### config.mk
export PLATFORM = sky130hd
export DESIGN_NAME = clk_divider_multi
export DESIGN_NICKNAME = d
export VERILOG_FILES = /design/src/rtl/clk_divider_multi.sv
export SDC_FILE = /design/constraint.sdc
export NUM_CORES = 1
export LEC_CHECK = 0
export CORE_ASPECT_RATIO = 1.5
export CORE_UTILIZATION = 48
export DETAILED_ROUTE_END_ITERATION = 12
export PLACE_DENSITY = 0.66
export SYNTH_ARGS = -nofsm -noshare
export SYNTH_HDL_FRONTEND = slang
export SYNTH_SLANG_ARGS = --single-unit
### constraint.sdc
create_clock -name clk -period 3.95 [get_ports clk]
set_clock_uncertainty 0.05 [all_clocks]
set_input_delay 0.79 -clock clk [delete_from_list [all_inputs] [get_ports clk]]
set_output_delay 0.79 -clock clk [all_outputs]
set_load 0.05 [all_outputs]
### src/rtl/clk_divider_multi.sv
// rtl/clk_divider_multi.sv - NCH glitch-free programmable clock dividers with tick strobes.
// Optional phase-alignment input enabled by defining CLKDIV_SYNC_EN.
`timescale 1ns/1ps
module clk_divider_multi #(
    parameter int NCH          = 4,
    parameter int DIV_W        = 8,
    parameter int DEFAULT_HALF = 1,
    parameter int SEL_W        = (NCH > 1) ? $clog2(NCH) : 1
) (
    input  logic             clk,
    input  logic             rst,
    input  logic [NCH-1:0]   en,
    input  logic             div_we,
    input  logic [SEL_W-1:0] div_sel,
    input  logic [DIV_W-1:0] div_data,
`ifdef CLKDIV_SYNC_EN
    input  logic             sync,
`endif
    output logic [NCH-1:0]   clk_out,
    output logic [NCH-1:0]   tick
);

    logic w_sync;
`ifdef CLKDIV_SYNC_EN
    assign w_sync = sync;
`else
    assign w_sync = 1'b0;
`endif

    for (genvar g = 0; g < NCH; g++) begin : g_ch
        logic [DIV_W-1:0] r_cnt;
        logic [DIV_W-1:0] r_active;
        logic [DIV_W-1:0] r_shadow;
        logic             r_clk;
        logic             r_tick;
        logic             w_wr;
        logic             w_tc;
        logic [DIV_W-1:0] w_next_active;

        // Out-of-range selects never match any channel index, so they are dropped.
        assign w_wr          = div_we && (div_sel == SEL_W'(g));
        assign w_tc          = en[g] && (r_cnt == r_active);
        assign w_next_active = w_wr ? div_data : r_shadow;

        always_ff @(posedge clk or posedge rst) begin
            if (rst) begin
                r_cnt    <= '0;
                r_active <= DIV_W'(DEFAULT_HALF);
                r_shadow <= DIV_W'(DEFAULT_HALF);
                r_clk    <= 1'b0;
                r_tick   <= 1'b0;
            end else begin
                if (w_wr) begin
                    r_shadow <= div_data;
                end
                if (w_sync) begin
                    r_cnt    <= '0;
                    r_clk    <= 1'b0;
                    r_tick   <= 1'b0;
                    r_active <= w_next_active;
                end else if (w_tc) begin
                    // Ratio changes only here, at a half-period boundary.
                    r_cnt    <= '0;
                    r_clk    <= ~r_clk;
                    r_tick   <= ~r_clk;
                    r_active <= w_next_active;
                end else begin
                    if (en[g]) begin
                        r_cnt <= r_cnt + 1'b1;
                    end
                    r_tick <= 1'b0;
                end
            end
        end

        assign clk_out[g] = r_clk;
        assign tick[g]    = r_tick;
    end

endmodule

### Word-level counts from Yosys, hierarchy flattened

Index checks and enable logic that the tools add are counted.

* memory bits (read-only): 0
* latch bits: 0
* flip-flop bits (word level): 104
* memories kept: 0
* bits in writable memories: 0

* shifts and indexed selects: 0
* reduce and logical (&&, ||, !) cells: 13
* $lt $le $gt $ge: 0
* equality and inequality tests: 7
* mux-type cells: 16
* bitwise operators: 4
* div/mod/pow operators: 0
* multiply operators: 0
* add/sub/neg operators: 4

Operators by type and width (number)
* 8-bit 2-to-1 mux: 12
* 8-bit by 1-bit adder with 8-bit output, second input constant: 4
* 8-bit == test: 4
* 1-bit logical AND: 8
* 2-bit nonzero test: 4
* 2-bit == test, second input constant: 2
* 1-bit 2-to-1 mux: 4
* 1-bit inverter: 4
* 2-bit by 1-bit == test with 1-bit output, second input constant: 1
* 2-bit zero test: 1

### Logic depth before layout (Yosys ltp)

* depth after elaboration: 3
* gate-level depth with buffers: 6
* mapped depth without buffers: 5

### Worst setup path before layout

OpenSTA, ideal clock, no wires.

* path type: input-to-reg
* start: input port en[1]
* end: register g_ch[1].r_active[1]
* arrival time: 1.912 ns
* buffers on the path: 2
* setup time: 0.125 ns
* stages: 5
* setup slack: 1.863 ns
* path through: clkbuf_1 -> nand2_1 -> nor3_4 -> buf_8 -> mux2_4

* word-level cells in the longest chain between the ends: 1

RTL lines
* start, declared: RTL line 12 `input logic [NCH-1:0] en,`
* 1-bit logical AND: RTL line 42 `assign w_tc = en[g] && (r_cnt == r_active);`
* end signal, assigned: RTL line 48 `r_active <= DIV_W'(DEFAULT_HALF);`
* end signal, assigned: RTL line 60 `r_active <= w_next_active;`
* end signal, assigned: RTL line 66 `r_active <= w_next_active;`
* end, declared: RTL line 32 `logic [DIV_W-1:0] r_active;`

No other way between the ends.
A chain may end at the register's enable or synchronous reset.

### Final worst setup path

* start: input port en[0]
* end: register g_ch[0].r_active[2]

* word-level cells in the longest chain between the ends: 1

RTL lines (RTL line)
* 1-bit logical AND: 42
* end signal, assigned: 48
* end signal, assigned: 60
* end signal, assigned: 66
* end, declared: 32

No other way between the ends.

==> summary.md <==
| Metric | Value |
|---|---|
| Result of the run | `finished, final reports clean` |
| Net count after synthesis | `around 380` |
| Hold/Removal Path Class | `flip-flop to flip-flop` |
| Number of resized instances in the post-cts repair step | `0` |
| Most used flip-flop cell after synthesis | `sky130_fd_sc_hd__dfrtp_1` |
| Unrepaired setup endpoints after global routing | `no` |
| Largest stage delay on the critical path | `0.67 ns` |
| Yosys warning total | `0` |
| Part of the total power dissipated in combinational logic | `0.292` |
| Maximum number of pins on one net before global-route repair | `74` |
| Register area share after synthesis | `0.561` |
| Critical-path top delay cell | `sky130_fd_sc_hd__nor3_4` |
| Antenna violations before repair | `0` |
| Max Cap Viol | `0` |
| Post-CTS Hold Buffers | `0` |
| Commonest cells post-synth | `sky130_fd_sc_hd__dfrtp_1, sky130_fd_sc_hd__mux2_2, sky130_fd_sc_hd__xnor2_1` |
| CTS tree | `done` |
| Clk sinks | `104` |
| Final HPWL DP | `approximately 5.4 mm` |
| Number of synthesized flops with an enable pin | `0` |
| Sequential Area | `between 2000 and 3000 µm²` |
| Switching power summed over all nets | `~1.2 mW` |
| Number of clock buffers inserted by TritonCTS | `9` |
| Setup crit start kind | `input pin` |
| Clock transition at the registers of the reported paths | `0.07 ns` |
| Type of destination of the critical path | `flip-flop` |
| Fmax | `between 400 and 500 MHz` |
| Detailed-route wire length per cell | `about 16 µm` |
| Internal portion of total power | `about 2.4 mW` |
| Critical path required time | `4.13 ns` |
| Clock Tree Root | `sky130_fd_sc_hd__clkbuf_16` |
| Worst slew margin relative to its limit | `0.414` |
| Number of buffers inserted to repair setup after CTS | `0` |
| Nets@finish | `399` |
| Total power after layout | `3.60 mW` |
| Maximum buffer depth of the clock tree | `2` |
| Distinct cells, synth | `32` |
| Pleak | `between 2 and 2.5 nW` |
| Most repeated cell in the gate-level netlist after synthesis | `sky130_fd_sc_hd__dfrtp_1` |
| Area Growth Syn to Fin | `11.7%` |
| Hold_ws | `about 0.44 ns` |
| Placeable core region | `approximately 9300 µm²` |
| Count of mapped cells out of synthesis | `around 360` |
| Proportion of power drawn by the clock network | `0.228` |
| Routed vias | `2626` |
| Die Ht | `~120 µm` |
| Multi-input combinational cell area | `1890 µm²` |
| Via count of the first global-routing pass | `~2700` |
| DRC viols | `0` |
| Switching power share of the total | `0.330` |
| Ports placed on the boundary | `25` |
| Initial DRC count | `roughly 90` |
| Critical Path, Cell by Cell | `clkdlybuf4s50_1 -> nand2_1 -> nor3_4 -> mux2_2` |
| #FFs+latches synth | `~100` |
| Die Width | `roughly 82 µm` |
| Min Tclk post-route | `between 2 and 2.5 ns` |
| Top cells by area, synth | `sky130_fd_sc_hd__dfrtp_1, sky130_fd_sc_hd__mux2_2, sky130_fd_sc_hd__xnor2_1, sky130_fd_sc_hd__dfstp_2, sky130_fd_sc_hd__xor2_1` |
| Total Die Area | `approximately 10000 µm²` |
| Cell count after placement | `479` |
| Number of core rows | `43` |
| Post-route cell area | `between 5000 and 6000 µm²` |
| Antenna diode count | `0` |
| Post-detailed-route via-to-cell ratio | `approximately 5.3` |
| Fraction of layout instances using a drive strength above 1 | `0.256` |
| Post-route non-filler standard cell count | `~500` |
| Clock H-tree levels | `3` |
| Antenna viol nets, final | `0` |
| Remaining global-route overflow | `0` |
| Top-area cell type share of the netlist area | `0.516` |
| Fraction of registers with async set/reset | `1.00` |
| Startpoint-to-endpoint class of the critical path | `input pin to flip-flop` |
| Clock latency at the later pin of the worst-skew pair | `0.34 ns` |
| Port Buffer Count | `24` |
| Effective utilization at floorplan | `0.500` |
| Power density relative to cell area | `approximately 690 nW/µm²` |
| # setup viols final | `0` |
| Avg Synthesized Cell Area | `between 10 and 15 µm²` |
| Final period utilization | `0.627` |
| Number of hold violations in the final report | `0` |
| Wire length of the first global-routing pass | `approximately 13 mm` |
| Arrival time of data at the critical path endpoint | `2.65 ns` |
| Cell area reported after detailed placement | `between 4000 and 5000 µm²` |
| Number of search-and-repair iterations in the first detailed-routing pass | `6` |
| Worst Max-Slew Pin Slew | `just under 0.9 ns` |
| Aggregate negative setup slack | `0 ns` |
| Sequential group share of total power | `0.480` |
| Layout fillers | `~780` |
| Peak fanout along the critical path | `17` |
| Gr usage total | `0.180` |
| Yosys top cell by area | `sky130_fd_sc_hd__dfrtp_1` |
| Area of the mapped netlist | `between 4000 and 5000 µm²` |
| Total wirelength of the detailed-routed design | `7.75 mm` |
| Max VDD drop | `roughly 0.4 mV` |
| Pins over their slew limit | `0` |
| RD Place Congestion | `0.808` |
worst max-delay path: cells and delay by family:
kind	cells	cell delay, ns
simple gates	2	0.83
buf+inv	1	0.63
mux	1	0.41
logic make-up after synthesis:
kind of cell / synth area share
buffers and inverters: 0.0336
flip-flops: 0.561
XOR/XNOR: 0.114
adder cells (fa/ha/maj): 0.0108
AND/OR/NAND/NOR: 0.109
AO/OA/AOI/OAI: 0.0121
multiplexers: 0.159
cells in the final DEF, fill, tap and decap left out, types with 2 or more instances in the layout:
cell,instances
sky130_fd_sc_hd__ha_1,4
sky130_fd_sc_hd__inv_1,5
sky130_fd_sc_hd__nand3_1,5
sky130_fd_sc_hd__clkinv_2,3
sky130_fd_sc_hd__mux2_2,60
sky130_fd_sc_hd__nor4_1,4
sky130_fd_sc_hd__xor2_1,21
sky130_fd_sc_hd__nand2_1,19
sky130_fd_sc_hd__mux2_4,3
sky130_fd_sc_hd__nor3_1,2
sky130_fd_sc_hd__buf_4,3
sky130_fd_sc_hd__dfrtp_1,96
sky130_fd_sc_hd__nand2b_1,4
sky130_fd_sc_hd__nand4_1,15
sky130_fd_sc_hd__clkdlybuf4s50_1,24
sky130_fd_sc_hd__o21ai_0,3
sky130_fd_sc_hd__and3_1,4
sky130_fd_sc_hd__nor3_4,4
sky130_fd_sc_hd__dfstp_2,8
sky130_fd_sc_hd__nand4_2,2
sky130_fd_sc_hd__xnor2_1,38
sky130_fd_sc_hd__nand3b_1,2
sky130_fd_sc_hd__clkbuf_16,9
sky130_fd_sc_hd__nor2_1,30
sky130_fd_sc_hd__o22ai_1,4
metrics by stage:
stage / util / setup slack (ns)
finish: 0.559 / 1.47
global route: 0.559 / 1.35
CTS: 0.559 / 1.46
detailed placement: 0.529 / 1.10
global placement: 0.529 / 1.12
floorplan: - / 0.391
path summary, 6_finish.rpt:
path                                        to                start  slack, ns  cells past startpoint
max                        g_ch[0].r_active[2]                en[0]       1.47                      4
min                        g_ch[2].r_shadow[5]  g_ch[2].r_shadow[5]       0.44                      1
max reg2reg                g_ch[1].r_active[3]     g_ch[1].r_cnt[3]       1.88                      4
min reg2reg                g_ch[2].r_shadow[5]  g_ch[2].r_shadow[5]       0.44                      1
max in group asynchronous     g_ch[3].r_cnt[0]                  rst       2.12                      3
min in group asynchronous  g_ch[2].r_shadow[4]                  rst       0.93                      2
metal layers:
metal / part of all wire / wire, µm / vias to the layer above / track usage
met4: 0.012 / 90 / 0 / 0.0746
met1: 0.44 / 3400 / 1338 / 0.222
li1: - / - / 1258 / -
met3: 0.021 / 164 / 7 / 0.0424
met2: 0.53 / 4100 / 23 / 0.299
met5: 0 / 0 / - / 0
power groups by stage:
| stage | clock network, mW | registers, mW | logic, mW |
|---|---|---|---|
| 6_report | 0.821 | 1.73 | 1.05 |
| 5_1_grt | 0.889 | 1.78 | 1.17 |
| 4_1_cts | 0.848 | 1.74 | 1.07 |
| 3_5_place_dp | 0 | 1.75 | 1.06 |
| 3_3_place_gp | 0 | 1.74 | 1.03 |
| 2_1_floorplan | 0 | 1.66 | 0.934 |
state kept, by name, indices dropped and copies added, names as in the netlist:
| register | count |
|---|---|
| g_ch.r_tick | 4 |
| g_ch.r_cnt | 32 |
| g_ch.r_clk | 4 |
| g_ch.r_active | 32 |
| g_ch.r_shadow | 32 |
area by class of cell:
type	count	share of cell area
Inverter	6	0.00481
Clock inverter	5	0.00601
Clock buffer	11	0.0467
Multi-Input combinational cell	230	0.363
Timing Repair Buffer	27	0.0505
Sequential cell	104	0.502
Tap cell	112	0.0269
(Power assumes the default switching activity.)
